[src/rtl/spin_sweep_engine.sv]
// Sequential Metropolis sweep controller for a W x H periodic Ising lattice.
// Optional magnetization output is enabled with SPIN_SWEEP_MAG_EN.
//
// state   | meaning
// IDLE    | waiting for start
// CALC    | local dE of current site, LFSR step, random value registered
// PROPOSE | acc_enable high, accept bit sampled on the closing edge
// UPDATE  | conditional flip, raster advance, sweep accounting
// FINISH  | done pulse, busy low, back to IDLE
module spin_sweep_engine #(
  parameter int          W    = 4,
  parameter int          H    = 4,
  parameter logic [15:0] SEED = 16'hACE1
) (
  input  logic                         clk,
  input  logic                         rst_n,
  input  logic                         start,
  input  logic [7:0]                   sweeps,
  output logic                         busy,
  output logic                         done,
  output logic [4:0]                   acc_de,
  output logic [11:0]                  acc_random,
  output logic                         acc_enable,
  input  logic                         acc_result,
`ifdef SPIN_SWEEP_MAG_EN
  output logic signed [$clog2(W*H)+1:0] magnetization,
`endif
  input  logic [$clog2(W*H)-1:0]       rd_addr,
  output logic                         rd_spin
);

  localparam int N  = W * H;
  localparam int AW = $clog2(N);
  localparam int XW = $clog2(W);
  localparam int YW = $clog2(H);
  localparam logic [15:0] SEED_EFF = (SEED == 16'h0000) ? 16'hACE1 : SEED;

  typedef enum logic [2:0] {IDLE, CALC, PROPOSE, UPDATE, FINISH} state_t;

  state_t        state;
  logic [N-1:0]  spins;
  logic [15:0]   lfsr;
  logic [AW-1:0] site;
  logic [7:0]    sweeps_q;
  logic [7:0]    sweep_cnt;
  logic          acc_q;

  logic [XW-1:0]     sx, xl, xr;
  logic [YW-1:0]     sy, yu, yd;
  logic [3:0]        nb;
  logic [2:0]        k;
  logic signed [4:0] s_term;
  logic [4:0]        de_next;
  logic [15:0]       lfsr_next;

  // Power-of-2 dimensions let the x/y fields wrap on their own.
  assign sx = site[XW-1:0];
  assign sy = site[AW-1:XW];
  assign xl = sx - XW'(1);
  assign xr = sx + XW'(1);
  assign yu = sy - YW'(1);
  assign yd = sy + YW'(1);

  assign nb      = {spins[{sy, xl}], spins[{sy, xr}], spins[{yu, sx}], spins[{yd, sx}]};
  assign k       = 3'(nb[0]) + 3'(nb[1]) + 3'(nb[2]) + 3'(nb[3]);
  assign s_term  = $signed({1'b0, k, 1'b0}) - 5'sd4;
  assign de_next = spins[site] ? s_term : -s_term;

  assign lfsr_next = lfsr[0] ? ({1'b0, lfsr[15:1]} ^ 16'hB400) : {1'b0, lfsr[15:1]};

  assign rd_spin = spins[rd_addr];

  always_ff @(posedge clk or negedge rst_n) begin
    if (!rst_n) begin
      state      <= IDLE;
      spins      <= '1;
      lfsr       <= SEED_EFF;
      site       <= '0;
      sweeps_q   <= 8'd1;
      sweep_cnt  <= 8'd0;
      acc_q      <= 1'b0;
      busy       <= 1'b0;
      done       <= 1'b0;
      acc_enable <= 1'b0;
      acc_de     <= 5'd0;
      acc_random <= SEED_EFF[11:0];
`ifdef SPIN_SWEEP_MAG_EN
      magnetization <= (AW+2)'(N);
`endif
    end else begin
      case (state)
        IDLE: begin
          done <= 1'b0;
          if (start) begin
            sweeps_q  <= (sweeps == 8'd0) ? 8'd1 : sweeps;
            site      <= '0;
            sweep_cnt <= 8'd0;
            busy      <= 1'b1;
            state     <= CALC;
          end
        end
        CALC: begin
          acc_de     <= de_next;
          lfsr       <= lfsr_next;
          acc_random <= lfsr_next[11:0];
          acc_enable <= 1'b1;
          state      <= PROPOSE;
        end
        PROPOSE: begin
          acc_q      <= acc_result;
          acc_enable <= 1'b0;
          state      <= UPDATE;
        end
        UPDATE: begin
          if (acc_q) begin
            spins[site] <= ~spins[site];
`ifdef SPIN_SWEEP_MAG_EN
            magnetization <= spins[site] ? (magnetization - (AW+2)'(2))
                                         : (magnetization + (AW+2)'(2));
`endif
          end
          if (site == AW'(N - 1)) begin
            site      <= '0;
            sweep_cnt <= sweep_cnt + 8'd1;
            if (sweep_cnt + 8'd1 == sweeps_q) begin
              done  <= 1'b1;
              busy  <= 1'b0;
              state <= FINISH;
            end else begin
              state <= CALC;
            end
          end else begin
            site  <= site + AW'(1);
            state <= CALC;
          end
        end
        FINISH: begin
          done  <= 1'b0;
          state <= IDLE;
        end
        default: state <= IDLE;
      endcase
    end
  end

endmodule

[config.mk]
export PLATFORM = sky130hd
export DESIGN_NAME = spin_sweep_engine
export DESIGN_NICKNAME = d
export VERILOG_FILES = /design/src/rtl/spin_sweep_engine.sv
export SDC_FILE = /design/constraint.sdc
export NUM_CORES = 1
export LEC_CHECK = 0
export CAP_MARGIN = 20
export CORE_ASPECT_RATIO = 0.7
export CORE_MARGIN = 2
export CORE_UTILIZATION = 60
export DETAILED_ROUTE_END_ITERATION = 8
export GPL_TIMING_DRIVEN = 0
export PLACE_DENSITY_LB_ADDON = 0.15
export SLEW_MARGIN = 30
export SYNTH_ARGS = -nofsm -noshare
export SYNTH_HDL_FRONTEND = slang
export SYNTH_SLANG_ARGS = --single-unit
[constraint.sdc]
create_clock -name clk -period 6.5 [get_ports clk]
set_input_delay 1.625 -clock clk [delete_from_list [all_inputs] [get_ports clk]]
set_output_delay 1.625 -clock clk [all_outputs]
set_load 0.05 [all_outputs]
==> results of run 1 <==
==> where the power goes <==
part	leakage [nW]	total (mW)	switching (mW)	internal, mW
logic	0.985	1.43	0.738	0.692
registers	0.715	0.749	0.153	0.596
clock network	0.0968	0.320	0.146	0.175
total	1.80	2.50	1.04	1.46
==> final timing paths <==
| kind | start | endpoint | slack [ps] | cells after the start |
|---|---|---|---|---|
| max reg2reg | site[0]$_DFFE_PN0P_ | acc_de[2]$_DFFE_PN0P_ | 1800 | 12 |
| min reg2reg | busy$_DFFE_PN0P_ | busy$_DFFE_PN0P_ | 490 | 1 |
| min in group asynchronous | rst_n | acc_de[4]$_DFFE_PN0P_ | 1190 | 1 |
| max | rd_addr[0] | rd_spin | 840 | 4 |
| min | busy$_DFFE_PN0P_ | busy$_DFFE_PN0P_ | 490 | 1 |
| max in group asynchronous | rst_n | acc_random[0]$_DFFE_PN1P_ | 4750 | 2 |
==> cell families after synthesis <==
family | Yosys count | share of synthesized area, %
AOI/OAI and AO/OA | 39 | 6.37
xor gates and xnor gates | 13 | 3.08
adders and majority gates | 13 | 4.81
buffers and inverters | 35 | 5.32
DFF | 62 | 42.9
muxes | 65 | 26.2
other | 1 | 0.102
and+or+nand+nor | 86 | 11.3
==> registers in the layout (all words and copies together) (netlist names), 3 cells and up <==
signal,cells
acc_random,11
spins,16
sweeps_q,8
state,3
sweep_cnt,8
acc_de,3
lfsr,5
site,4
==> stage by stage <==
stage          utilization [%]  std cells  hold slack [ps]  setup slack [ps]
5_1_grt                   74.2        441              526               756
3_3_place_gp              70.8        424              466               833
3_5_place_dp              71.1        425              472               841
2_1_floorplan                -        314              481              2160
4_1_cts                   74.2        441              497               841
6_report                  74.2        441              495               840
==> critical path, stage by stage <==
cell	delay, ps
clkdlybuf4s50_1	650
mux4_2	580
mux4_2	460
clkdlybuf4s50_1	710
==> layout make-up <==
type	instances	share of cell area, %
Multi-Input combinational cell	217	44.1
Inverter	7	0.606
Clock buffer	11	3.03
Sequential cell	62	36.5
Clock inverter	5	1.15
Timing Repair Buffer	36	8.48
Tap cell	75	2.16
Buffer	28	3.92
==> placed cells by master, fill, tap and decap left out, drive strengths merged, types with 12 or more instances in the layout <==
cell type       n
dfstp          25
nor2           19
a21oi          13
nand2          28
mux2           40
mux4           21
buf            25
clkbuf         16
clkdlybuf4s50  34
xnor2          12
o21ai          13
dfrtp          37
==> layer usage <==
layer	share of wire [%]	routed length [µm]
met4	1.2	92
met5	0	0
met3	7.5	570
met2	41	3140
met1	50	3800
==> metrics, run 1 <==
Period Utilization, post-route=87.1%; most frequent cell after synthesis=mux2_2; DRC errors left=0; Nets=390; Die X-Extent=97.8 µm; P_leak=1.80 nW; Routed Antenna Nets=0; Starting Density=63.2%; number of global-route vias before repair=2533; GR Util met3=7.56%; Clock Sinks=62; post-synthesis area per instance=11.8 µm²; TritonCTS Buffers=9; Achievable Freq=177 MHz; Final Max Slew Viols=0; vias per cell=5.97; Final Hold Fails=0; clk slew on worst S/H paths=60 ps; register bit total from synthesis=62; dpl cell area=0.00415 mm²; Starting DRT DRC Count=218; TritonCTS clock tree=yes; worst vdd ir=0.333 mV; WL/cell=17.2 µm; Warnings, synthesis=0; Detailed Place HPWL=5640 µm; Finish-stage setup viols=0; Reg area=0.00158 mm²; Syn-to-layout area delta=17.4%; sequential cell area fraction in the yosys report=42.9%; Worst Setup Start Kind=input pin; predominant post-synthesis flop cell=dfrtp_1; total power=2.50 mW; footprint of the multi-input gates=0.00191 mm²; Top Usage Layer GRT=met1; Root Buffer=clkbuf_8; site row count=23; synth top area cells=dfrtp_1 25%, dfstp_2 18%, mux4_2 13%, mux2_2 12%, ha_1 3.7%; Ports=37; top cells by instance count after synthesis=39 x mux2_2, 37 x dfrtp_1, 28 x nand2_1, 25 x dfstp_2, 21 x mux4_2; CTS Hold Bufs=0; Cells after Synth=314; worst-path maximum fanout=4; Buffers on Ports=35; outcome=completed; PwrDens=577 mW/mm²; clock buffer depth=2; routability congestion estimate=0.930; routing usage on met1=37.5%; ys async rst share=100%; antenna diode count=0; post-synth top area share=25.1%; critical path type=in2out; arrival time at the worst endpoint=4030 ps; Routed Wire Length=7600 µm; finished layout cell area=0.00434 mm²; Worst Tran Pin Value=919 ps; syn nets=343; largest net degree at the start of global routing=40; max_slew headroom=38.3%; Die H=69.6 µm; RSZ-0062 raised after global routing=no; crit path capture type=primary output; setup repair bufs after CTS=0; initial antenna violation count=0; Layout Skew=8.20 ps; mapped cell area=0.00369 mm²; gr ovfl total=0; via count=2631; type of the worst min-delay path=reg2reg; H-tree depth=3; Tmin final=5660 ps; Worst-Skew Late Latency=340 ps; Pre-Repair DR Iteration Count=4; library cells used by synthesis=44; global-route wire length before repair=13000 µm; Die ar.=0.00681 mm²; dominant cell type by area after synthesis=dfrtp_1; CP required=4880 ps; M2 GR Usage=32.6%; gr usage total=24.2%; layout cell share with drive strength beyond 1=34.4%; post-CTS sizing=0; Final TNS setup=0 ps; Core Region=0.00584 mm²; fill count=405; EDFF count, synth=0; maxcap violations=0
Note: power is estimated with default switching activity, not from simulation.
==> inputs of run 2 (changes only) <==
CAP_MARGIN = not set   (was 20)
==> results of run 2 <==
The final DEF is identical to that of run 1; final timing and power are the same.
